File: config.mk
export PLATFORM = sky130hd
export DESIGN_NAME = result_capture_fifo
export DESIGN_NICKNAME = d
export VERILOG_FILES = /design/src/rtl/result_capture_fifo.sv
export SDC_FILE = /design/constraint.sdc
export NUM_CORES = 1
export LEC_CHECK = 0
export ABC_AREA = 1
export CORE_MARGIN = 2
export CORE_UTILIZATION = 30
export CTS_BUF_LIST = sky130_fd_sc_hd__clkbuf_4
export DETAILED_ROUTE_END_ITERATION = 8
export MAX_ROUTING_LAYER = met4
export PLACE_DENSITY = 0.56
export SYNTH_ARGS = -nofsm -noshare
export SYNTH_HDL_FRONTEND = slang
export SYNTH_SLANG_ARGS = --single-unit
export TNS_END_PERCENT = 30
File: constraint.sdc
create_clock -name clk -period 4.1 [get_ports clk]
set_clock_uncertainty 0.15 [all_clocks]
set_input_delay 0.615 -clock clk [delete_from_list [all_inputs] [get_ports clk]]
set_output_delay 0.615 -clock clk [all_outputs]
set_load 0.1 [all_outputs]
File: src/rtl/result_capture_fifo.sv
// result_capture_fifo: downstream capture stage of the circuit5 datapath.
// Delays in_valid by the upstream latency so the matching {z, x} result can
// be captured into a small first-word-fall-through FIFO. The FIFO is drained
// over a valid/ready handshake. A result that arrives while the FIFO is full
// and not being popped is dropped, and a sticky overflow flag is set.
module result_capture_fifo #(
  parameter int DATAWIDTH = 32,
  parameter int DEPTH     = 4,
  parameter int LATENCY   = 2
) (
  input  logic                           clk,
  input  logic                           rst,
  input  logic                           in_valid,
  input  logic [DATAWIDTH-1:0]           z,
  input  logic [DATAWIDTH-1:0]           x,
  output logic                           out_valid,
  input  logic                           out_ready,
  output logic [DATAWIDTH-1:0]           out_z,
  output logic [DATAWIDTH-1:0]           out_x,
  output logic [$clog2(DEPTH+1)-1:0]     count,
  output logic                           full,
  output logic                           empty,
  output logic                           overflow
);

  localparam int CW = $clog2(DEPTH+1);
  localparam int PW = $clog2(DEPTH);

  logic [LATENCY-1:0]       vpipe;
  logic                     cap;
  logic                     pop;
  logic                     push;
  logic                     drop;
  logic [PW-1:0]            rd_ptr;
  logic [PW-1:0]            wr_ptr;
  logic [2*DATAWIDTH-1:0]   mem [DEPTH];
  logic [2*DATAWIDTH-1:0]   head;

  // Pointer increment with explicit wrap, so DEPTH need not be a power of two.
  function automatic logic [PW-1:0] ptr_next(input logic [PW-1:0] p);
    return (p == PW'(DEPTH-1)) ? '0 : p + 1'b1;
  endfunction

  // Valid pipe: cap goes high exactly LATENCY cycles after in_valid.
  always_ff @(posedge clk or posedge rst) begin
    if (rst) begin
      vpipe <= '0;
    end else begin
      vpipe[0] <= in_valid;
      for (int unsigned i = 1; i < LATENCY; i++) begin
        vpipe[i] <= vpipe[i-1];
      end
    end
  end

  assign cap       = vpipe[LATENCY-1];
  assign empty     = (count == '0);
  assign full      = (count == CW'(DEPTH));
  assign out_valid = !empty;
  assign pop       = out_valid & out_ready;
  // When the FIFO is full, a pop in the same cycle frees the slot that the
  // incoming result then takes.
  assign push      = cap & (!full | pop);
  assign drop      = cap & full & !pop;

  // Storage array; it needs no reset because empty gates the outputs.
  always_ff @(posedge clk) begin
    if (push) begin
      mem[wr_ptr] <= {z, x};
    end
  end

  // Pointers, occupancy and the sticky overflow flag.
  always_ff @(posedge clk or posedge rst) begin
    if (rst) begin
      rd_ptr   <= '0;
      wr_ptr   <= '0;
      count    <= '0;
      overflow <= 1'b0;
    end else begin
      if (push) wr_ptr <= ptr_next(wr_ptr);
      if (pop)  rd_ptr <= ptr_next(rd_ptr);
      case ({push, pop})
        2'b10:   count <= count + 1'b1;
        2'b01:   count <= count - 1'b1;
        default: count <= count;
      endcase
      if (drop) overflow <= 1'b1;
    end
  end

  // Head word presented combinationally; forced to zero while empty.
  always_comb begin
    head  = mem[rd_ptr];
    out_z = '0;
    out_x = '0;
    if (!empty) begin
      out_z = head[2*DATAWIDTH-1:DATAWIDTH];
      out_x = head[DATAWIDTH-1:0];
    end
  end

endmodule
== Word-level counts from Yosys, hierarchy flattened ==
Memories as Yosys holds them, arrays and structs flattened.
Cells that the tools add are included.

* $add $sub $neg: 4
* Eq/ne operators: 5
* Multiplexer cells: 7
* Bitwise logic cells: 5
* Reduce and logical (&&, ||, !) cells: 5

{| class="wikitable"
|+ Operators with widths
! operator !! count
|-
| $mux W32 || 2
|-
| $eq A2 B2 Y1 const B || 3
|-
| $pmux W3 S2 || 1
|-
| $add A2 B1 Y2 const B || 2
|-
| $and A1 B1 Y1 || 4
|-
| $mux W2 || 2
|-
| $add A3 B1 Y3 const B || 1
|-
| $eq A3 B3 Y1 const B || 1
|-
| $logic_not A1 Y1 || 3
|-
| $logic_not A3 Y1 || 1
|-
| $sub A3 B1 Y3 const B || 1
|-
| $eq A2 B1 Y1 const B || 1
|-
| $mux W1 || 2
|-
| $reduce_bool A2 Y1 || 1
|-
| $or A1 B1 Y1 || 1
|}

* Flip-flop bits (word level): 10
* Memory bits (writable): 256
* Input bits: 68
* Output and inout port bits: 71
* Word-level logic and storage cells: 32
* Memories: 1

{| class="wikitable"
|+ Memories
! name !! depth !! bits a word !! rd ports !! clocked after Yosys merged registers in !! write ports !! line !! RTL
|-
| mem || 4 || 64 || 1 || 0 || 1 || 36 || <nowiki>logic [2*DATAWIDTH-1:0] mem [DEPTH];</nowiki>
|}

== Longest topological paths before layout ==
Gate-level depths: netlist (run 1).

* Depth after elaboration: 7
* Depth in mapped cells: 8
* Gate-level depth less buffers: 8

== Worst setup path before layout (run 1) ==
OpenSTA, ideal clock, no wires.

* Path type: register to output
* Start: register count[0]
* End: output out_x[22]
* Arrival: 4,275 ps
* Required time: 3,335 ps
* Setup slack: -940 ps
* Stages on the path, launching flop included: 6
* Path buffers: 1
* Cell sequence: dfrtp_1 nor2_1 nand2_1 inv_1 clkbuf_1 a21oi_1

* Word-level cells in the longest chain between the ends: 2

{| class="wikitable"
|+ RTL lines
! item !! line !! RTL
|-
| start: declaration || 20 || <nowiki>output logic [$clog2(DEPTH+1)-1:0] count,</nowiki>
|-
| start signal: assignment || 84 || <nowiki>2'b10: count <= count + 1'b1;</nowiki>
|-
| start signal: assignment || 85 || <nowiki>2'b01: count <= count - 1'b1;</nowiki>
|-
| start signal: assignment || 86 || <nowiki>default: count <= count;</nowiki>
|-
| $logic_not A3 Y1 || 57 || <nowiki>assign empty = (count == '0);</nowiki>
|-
| named net empty || 22 || <nowiki>output logic empty,</nowiki>
|-
| $mux W32 || 97 || <nowiki>if (!empty) begin</nowiki>
|-
| end: declaration || 19 || <nowiki>output logic [DATAWIDTH-1:0] out_x,</nowiki>
|}

The timed path passes the listed nets, and every way through them passes these cells.

== Worst setup path in the final report (run 1) ==
* Start: register count[0]
* End: output out_x[21]

* Word-level cells in the longest chain between the ends: 2

{| class="wikitable"
|+ RTL lines
! item !! line
|-
| $logic_not A3 Y1 || 57
|-
| $mux W32 || 97
|}

No other way between the ends.

==> results of run 1 <==
final timing paths:
kind                        endpoint  slack [ns]  depth (start not counted)
max                        out_x[21]        0.58                          6
min                         overflow        0.13                          2
max reg2reg                mem[1][5]        1.54                          5
min reg2reg                 vpipe[1]        0.21                          0
max in group asynchronous  rd_ptr[0]        3.32                          2
min in group clk            vpipe[1]        0.21                          0
metal layers:
layer	vias to the layer above	track usage [%]	routed length [µm]
met5	-	-	0
met4	0	6.02	717
met3	55	3.51	1370
met2	199	22.6	12000
met1	3287	16.7	10600
li1	3316	-	-
cells by family after synthesis:
group                      Yosys count  share of synthesized area [%]
adders and majority gates            6                          0.793
and+or+nand+nor                    284                           10.3
buffers and inverters               66                           3.10
DFF                                266                           76.2
AOI/OAI and AO/OA                  199                           9.59
state kept, by name, summed over array words and instances (netlist names):
register,flops
mem,256
count,3
overflow,1
vpipe,2
rd_ptr,2
wr_ptr,2
area by class of cell:
cell class                 instances  area [µm²]
antenna                            2        5.00
clock buffer                     107         803
clock inverter                    24         201
fill                            3327       20700
inverter                          17        67.6
multi-input combinational        489        2230
sequential                       266        7950
tap                              455         569
timing repair buffer             155        1880
stage by stage:
step / setup WS [ns] / cell area [µm²] / util [%]
after CTS: 0.481 / 13700 / 39.9
after global routing: 0.383 / 13700 / 39.9
after detailed placement: 1.03 / 12700 / 36.9
final: 0.579 / 13700 / 39.9
after global placement: 1.03 / 12700 / 36.9
after floorplan: -0.361 / 10500 / -
cells in the final DEF (no fill, tap or decap), types with 4 or more instances in the layout:
master | synthesis | routed
a21oi_1 | 67 | 58
a21oi_2 | 0 | 9
buf_12 | 0 | 43
buf_4 | 14 | 39
bufinv_16 | 0 | 4
clkbuf_4 | 0 | 107
clkdlybuf4s50_1 | 0 | 73
clkinv_1 | 0 | 14
clkinv_2 | 0 | 6
dfrtp_1 | 10 | 5
edfxtp_1 | 256 | 256
ha_1 | 5 | 5
inv_1 | 16 | 14
nand2_1 | 12 | 11
nand3_1 | 5 | 5
nor2_1 | 265 | 261
nor2_4 | 0 | 4
o21ai_0 | 126 | 126
o21ai_1 | 5 | 5
worst reg2reg max path, delay by kind of cell, from the launching register on:
family / cells / cell delay (ns)
AOI/OAI and AO/OA: 1 / 0.77
and+or+nand+nor: 3 / 0.33
buffers and inverters: 1 / 0.44
DFF: 1 / 0.43
==> metrics.md, run 1 <==
| Metric | Value |
|---|---|
| Post-DP HPWL | between 10 and 15 mm |
| CP peak stage delay | 0.51 ns |
| Synthesized area | 10400 µm² |
| Synth warn | 0 |
| WP buf/inv | 3 |
| RSZ-0062 raised after global routing | false |
| Synth cell count leaders | nor2_1, edfxtp_1, o21ai_0 |
| H-tree levels | 3 |
| Area delta synth->final | 31.5% |
| Total GRT Usage | 14.0% |
| I/O Buffers | 138 |
| Worst slew margin | 32.6% |
| Antenna Nets Post-Route | 0 |
| Post-CTS Setup Inserts | 0 |
| Endpoints failing hold | 0 |
| CP max FO | 28 |
| Cell variety after synth | 19 |
| Post-synth EDFFs | ~260 |
| Kind of critical path | register to output port |
| Non-Filler Instances | 1515 |
| Later-pin clock latency in the skew report | roughly 0.64 ns |
| Initial core utilization | slightly above 30% |
| Synth top area cells | edfxtp_1, nor2_1, o21ai_0, a21oi_1, dfrtp_1 |
| Die Y | 190 µm |
| Cell mode on critical path | buf_4 |
| CORE AREA | 34400 µm² |
| Sequential area share after synthesis | 76.2% |
| Worst-Margin Slew | 1.01 ns |
| Final min period | 3.52 ns |
| Critical Path, Cell by Cell | nor2_1, nand2_2, clkinv_2, buf_4, a21oi_1, buf_4 |
| Fin crit share | 85.9% |
| CTS Hold Bufs | 0 |
| Placed insts | 1382 |
| CTS Sinks | 266 |
| Site Rows | 68 |
| Nets | 1077 |
| F_max | about 280 MHz |
| Largest net degree at the start of global routing | 71 |
| Chip width | around 190 µm |
| Drt drc | 0 |
| CTS root buf | clkbuf_4 |
| Syn Nets | 895 |
| Die area | 36200 µm² |
| Post-Route Setup TNS | 0 ns |
| Critical path's top delay family | buffers and inverters |
| Worst min path class | input port to async pin |
| Avg WL per Cell | 16.3 µm |
| RD Place Congestion | 0.716 |
| IO Pins | 139 |
| Reg clk slew, reported paths | roughly 0.060 ns |
| Clock Path Buffers | 3 |
| Status | completed |
| Nature of the critical path endpoint | output port |
| Setup crit start | count[0] |
| Largest area contributor in the netlist | edfxtp_1 |
| Share of the synthesized area in the top cell type | 73.8% |
| Worst setup SP type | register |
| First-pass GRT wire length | ~38 mm |
| Setup Viol. Count Final | 0 |
| Initial DRC Count | 418 |
| RR Startpoint | count[0] |
| Via count | 6857 |
| Post-Syn Instances | 821 |
| Top FF cell, synth | edfxtp_1 |
| Layout cells sized above 1 | 21.0% |
| GR Overflow Total | 0 |
| Fin. max-slew vios | 0 |
| Most common cell in the synthesized netlist | nor2_1 |
| Number of antenna violations at the first check in global routing | 2 |
| Vias in the first global route | around 6.9k |
| Mean post-synth cell area | between 10 and 15 µm² |
| Vias per cell | 4.53 |
| Yosys reg bits | 266 |
| Wirelength, routed | around 25 mm |
| Slowest CP cell | clkinv_2 |
| Req. time, crit path | 3.34 ns |
| Num CTS Buffers | 74 |
| # resized after CTS | 0 |
| CTS tree | done |
| Final hold slack | 0.128 ns |
| Ys async rst share | under 10% |
| Max_cap viols | 0 |
| Arrival time worst endpoint | 2.76 ns |
| First-pass detailed-route iteration total | 6 |
Power of run 1 is left out: the tool's default activity adds up to more than one toggle a clock period on the data nets, which glitch-free logic cannot reach.
==> run 2, diff against run 1 <==
Settings changed: GPL_TIMING_DRIVEN set to 0.
Clock period 4.1 ns to 2.93 ns, I/O delays scaled along.
==> run 2 against run 1 <==
Sequential share of layout area decreased by 2.9 points. Global-route usage increased by 1.4 points. Register-to-register slack got worse by 1.3 ns. Flip-flop and latch count unchanged. Final area increased by 5.2%. Die area unchanged. Routed wire length increased by 7.9%. Utilization increased by 2.1 points. Critical path depth increased by 1. Non-clock buffer count increased by 44. Critical path type unchanged. Critical endpoint is now out_x[26]. Highest routed layer unchanged.
==> metrics.md, run 2 (synthesis gave the netlist of run 1 again) <==
| Metric | Value |
|---|---|
| IO Pins | 139 (unchanged) |
| Grt met3 use | 3.92% (+0.40 points) |
| Routing usage on met2 | 25.1% (+2.5 points) |
| Pre-CTS setup slack | -0.689 ns (-1.72 ns) |
| Non-Filler Instances | 1548 (+2.2%) |
| Setup Viol. Count Final | 0 (unchanged) |
| RR Startpoint | count[0] |
| I/O Buffers | 138 (unchanged) |
| CP Depth | 7 (+1) |
| Chip width | 190 µm (unchanged) |
| CTS root buf | clkbuf_4 |
| R2R setup slack | 0.20 ns (-1.34 ns) |
| Later-pin clock latency in the skew report | 0.68 ns (+0.04 ns) |
| Final min period | 2.83 ns |
| CTS tree | done |
| GR Overflow Total | 0 (unchanged) |
| WP buf/inv | 5 (+2) |
| F_max | around 350 MHz |
| Min-Delay Path Depth | 0 |
| Slowest CP cell | dfrtp_2 |
| Setup crit start | rd_ptr[0] |
| Critical path's top delay family | buffers and inverters |
| Arrival time worst endpoint | 2.24 ns (-0.52 ns) |
| Biggest register | mem |
| Endpoints failing hold | 0 (unchanged) |
| Status | completed |
| Site Rows | 68 (unchanged) |
| H-tree levels | 3 (unchanged) |
| Met1 Use GR | 18.7% (+2.0 points) |
| Regs by FF count | mem x256, count x3 |
| Req. time, crit path | 2.34 ns (-1.00 ns) |
| CP peak stage delay | 0.47 ns (-0.04 ns) |
| Antenna Nets Post-Route | 0 (unchanged) |
| Initial DRC Count | 304 (-27%) |
| Vias in the first global route | 7178 (+4.5%) |
| Num CTS Buffers | 74 (unchanged) |
| CP max FO | 10 (-64%) |
| Max reg flops | 256 (unchanged) |
| Placed insts | 1424 (+3.0%) |
| Fin crit share | 96.7% |
| Fin. max-slew vios | 0 (unchanged) |
| First-pass detailed-route iteration total | 4 (-2) |
| Post-Route Setup TNS | 0 ns (unchanged) |
| Worst slew margin | 32.6% (about the same) |
| CTS Sinks | 266 (unchanged) |
| Die Y | 190 µm (unchanged) |
| Die area | 36200 µm² (unchanged) |
| Critical Path, Cell by Cell | inv_2, buf_12, buf_8, buf_6, o21ai_1, a21oi_4, buf_12 |
| GR peak layer | met2 |
| Min-delay src | vpipe[0] |
| Reg clk slew, reported paths | 0.06 ns (about the same) |
| Final WS setup | 0.0981 ns (-0.481 ns) |
| Layout cells sized above 1 | 28.5% (+7.5 points) |
| Nets | 1121 (+4.1%) |
| Total GRT Usage | 15.4% (+1.4 points) |
| Initial core utilization | 30.3% (unchanged) |
| Avg WL per Cell | 17.2 µm (+5.6%) |
| First-pass GRT wire length | 40.5 mm (+7.8%) |
| Post-DP HPWL | 16.5 mm (+22%) |
| Layout fillers | 3215 (-3.4%) |
| Largest net degree at the start of global routing | 28 (-61%) |
| Worst min path class | register to register |
| RSZ-0062 raised after global routing | true |
| Via count | 6975 (+1.7%) |
| Wirelength, routed | 26.6 mm (+7.9%) |
| Max_cap viols | 0 (unchanged) |
| Cell mode on critical path | buf_12 |
| Worst setup SP type | register |
| Most frequent cells in the layout | nor2_1, edfxtp_1, o21ai_0 |
| RD Place Congestion | 0.739 (+3.2%) |
| Area delta synth->final | 38.4% |
| Kind of critical path | register to output port |
| Util after Layout | 41.9% (+2.1 points) |
| Number of antenna violations at the first check in global routing | 2 (unchanged) |
| CORE AREA | 34400 µm² (unchanged) |
| Clock Path Buffers | 3 (unchanged) |
| Nature of the critical path endpoint | output port |
| Worst-Margin Slew | 1.00 ns (-0.00718 ns) |
| Commonest non-fill, non-tap cell in the layout | nor2_1 |
| Vias per cell | 4.51 (-0.45%) |
| Drt drc | 0 (unchanged) |
| Worst reg2reg path depth | 6 (+1) |
## run 2: changes by cell type in the layout (fill, tap and decap cells not counted), moves of 9 or more
| cell | previous run | this run |
|---|---|---|
| buf_6 | 0 | 34 |
| a21oi_2 | 9 | 55 |
| buf_4 | 39 | 23 |
| a21oi_1 | 58 | 3 |
| buf_12 | 43 | 29 |
| buf_8 | 0 | 19 |
| o21ai_1 | 5 | 15 |
| o21ai_0 | 126 | 116 |
| a21oi_4 | 0 | 9 |
## run 2: metrics by stage
stage	hold slack (ns)	instance area, µm²
2_1_floorplan	0.129	10700
3_3_place_gp	0.186	12700
3_5_place_dp	0.194	12900
4_1_cts	0.169	14100
5_1_grt	0.189	14400
6_report	0.203	14400
## run 2: layer usage
layer  routed length [µm]  vias to the layer above  share of wire, %
li1                     -                     3405                 -
met1                11800                     3360                44
met2                13100                      177                49
met3                 1410                       33               5.3
met4                  355                        0               1.3
met5                    0                        -                 0
## run 2: cell type report
type | instances | area (µm²) | share of cell area (%)
well taps | 455 | 569 | 3.95
multi-input cells | 489 | 2500 | 17.3
inverters | 17 | 63.8 | 0.443
plain buffers | 49 | 459 | 3.18
clock buffers | 105 | 788 | 5.47
flip-flops and latches | 266 | 7940 | 55.1
repair buffers | 150 | 1930 | 13.4
clock inverters | 15 | 164 | 1.14
diodes | 2 | 5.00 | 0.0347
## run 2: path summary, 6_finish.rpt
kind                                    to
max in group asynchronous         count[2]
worst min-delay path              vpipe[1]
worst max register to register  mem[0][42]
worst max-delay path             out_x[26]
worst min register to register    vpipe[1]
min in group asynchronous         vpipe[0]
## run 2: worst reg2reg max path, cell delays in order, from the launching register on
cell and delay [ns]:
dfrtp_2 0.42, nor2_1 0.18, nand2_1 0.13, o21ai_1 0.80
nor2_4 0.32, buf_16 0.28, buf_16 0.18
## run 2: timing repair
action,in CTS,in global routing
hold buffers,2,0
endpoints found under the hold margin,11,0
setup buffers,0,0
cloned,0,0
pin swaps,2,13
setup endpoints to repair,67,63
resized for setup,499,106
Power of run 2 is left out for the same reason.
==> run 3, diff against run 2 <==
Settings changed: CTS_CLUSTER_DIAMETER set to 30.
==> run 3 against run 2 <==
Final cell count increased by 0.39%. Register-to-register slack about the same. Utilization decreased by 0.19 points. Largest cell class unchanged. Highest routed layer unchanged.
==> metrics.md, run 3 (synthesis gave the netlist of run 1 again) <==
| Metric | Value |
|---|---|
| Chip width | 190 µm (unchanged) |
| Vias in the first global route | 7161 (-0.24%) |
| Placed insts | 1424 (unchanged) |
| Total GRT Usage | 15.3% (-0.099 points) |
| Area delta synth->final | 37.7% |
| Worst min path class | register to register |
| CTS tree | done |
| Biggest register | mem |
| Die area | 36200 µm² (unchanged) |
| Commonest non-fill, non-tap cell in the layout | nor2_1 |
| Layout cells sized above 1 | 28.6% (+0.13 points) |
| CP peak stage delay | 0.47 ns (about the same) |
| CTS Sinks | 266 (unchanged) |
| Req. time, crit path | 2.34 ns (about the same) |
| Non-Filler Instances | 1554 (+0.39%) |
| Setup Viol. Count Final | 0 (unchanged) |
| Max reg flops | 256 (unchanged) |
| RSZ-0062 raised after global routing | true |
| Endpoints failing hold | 0 (unchanged) |
| Cell mode on critical path | buf_12 |
| Post-DP HPWL | 16.5 mm (unchanged) |
| Slowest CP cell | dfrtp_2 |
| Later-pin clock latency in the skew report | 0.68 ns (about the same) |
| Critical Path, Cell by Cell | inv_2, buf_12, buf_8, buf_6, o21ai_1, a21oi_4, buf_12 |
| Most frequent cells in the layout | nor2_1, edfxtp_1, o21ai_0 |
| IO Pins | 139 (unchanged) |
| GR Overflow Total | 0 (unchanged) |
| Nets | 1122 (+0.089%) |
| Drt drc | 0 (unchanged) |
| Regs by FF count | mem x256, count x3 |
| Max_cap viols | 0 (unchanged) |
| Vias per cell | 4.48 (-0.50%) |
| Status | completed |
| Worst setup SP type | register |
| Initial core utilization | 30.3% (unchanged) |
| Antenna Nets Post-Route | 0 (unchanged) |
| Arrival time worst endpoint | 2.25 ns (about the same) |
| Wirelength, routed | 26.3 mm (-1.2%) |
| H-tree levels | 3 (unchanged) |
| Fin. max-slew vios | 0 (unchanged) |
| Fin area | 14400 µm² (-0.45%) |
| Kind of critical path | register to output port |
| Num CTS Buffers | 75 (+1.4%) |
| I/O Buffers | 138 (unchanged) |
| Number of antenna violations at the first check in global routing | 3 (+1) |
| RD Place Congestion | 0.739 (unchanged) |
| Die Y | 190 µm (unchanged) |
| Post-Route Setup TNS | 0 ns (unchanged) |
| F_max | 352 MHz (-0.43%) |
| First-pass detailed-route iteration total | 4 (unchanged) |
| Site Rows | 68 (unchanged) |
| Avg WL per Cell | 16.9 µm (-1.6%) |
| Worst slew margin | 32.5% (-0.16 points) |
| CORE AREA | 34400 µm² (unchanged) |
| Reg clk slew, reported paths | 0.06 ns (about the same) |
| Critical path's top delay family | buffers and inverters |
| Util after Layout | 41.8% (-0.19 points) |
| Worst-Margin Slew | 1.01 ns (+0.00233 ns) |
| First-pass GRT wire length | 40.3 mm (-0.54%) |
| Initial DRC Count | 320 (+5.3%) |
| Clock Path Buffers | 3 (unchanged) |
| Final min period | 2.84 ns (+0.0124 ns) |
| Area post-placement | 12900 µm² (unchanged) |
| CP max FO | 10 (unchanged) |
| Fin crit share | 97.1% (+0.42 points) |
| CTS root buf | clkbuf_4 |
| Nature of the critical path endpoint | output port |
| Largest net degree at the start of global routing | 28 (unchanged) |
| WP buf/inv | 5 (unchanged) |
| Via count | 6967 (-0.11%) |
[run 3: cell types whose count changed in the layout (fill, tap and decap cells not counted), sizes merged]
cell,previous run,this run
inv,18,19
diode,2,6
clkinvlp,0,1
clkinv,10,13
buf,113,112
bufinv,4,1
clkbuf,116,117
[run 3: worst paths after layout]
check                          start          to  slack (ns)  cells after the start
setup / recovery           rd_ptr[0]   out_x[25]        0.09                      7
hold / removal              vpipe[0]    vpipe[1]        0.20                      0
setup reg to reg            count[0]  mem[0][42]        0.21                      6
hold reg to reg             vpipe[0]    vpipe[1]        0.20                      0
max in group asynchronous        rst   rd_ptr[0]        1.88                      3
min in group asynchronous        rst    vpipe[0]        0.44                      3
[run 3: area by class of cell]
type	instances	area (µm²)
Fill cell	3207	20000
Sequential cell	266	7940
Multi-Input combinational cell	489	2500
Timing Repair Buffer	150	1920
Clock buffer	105	788
Tap cell	455	569
Buffer	49	455
Clock inverter	17	98.8
Inverter	17	63.8
Antenna cell	6	15.0
[run 3: layer usage]
metal	global-route usage, %	wire length (µm)	vias up	share of wire (%)
li1	-	-	3416	-
met1	18.5	11600	3333	44
met2	24.9	12900	182	49
met3	3.86	1450	36	5.5
met4	5.28	357	0	1.4
met5	-	0	-	0
[run 3: repair_timing]
item,CTS,global route
endpoints found under the setup margin,67,64
gates cloned,0,0
endpoints found under the hold margin,11,0
hold buffers,2,0
buffers inserted,0,0
pin swaps,2,11
gates resized for setup,503,97
[run 3: stage by stage]
stage	setup slack, ns	hold slack [ns]
floorplan	-0.505	0.129
global placement	-2.16	0.186
detailed placement	-0.689	0.194
CTS	-0.000690	0.167
global route	-0.0723	0.153
finish	0.0857	0.203
Power of run 3 is left out for the same reason.
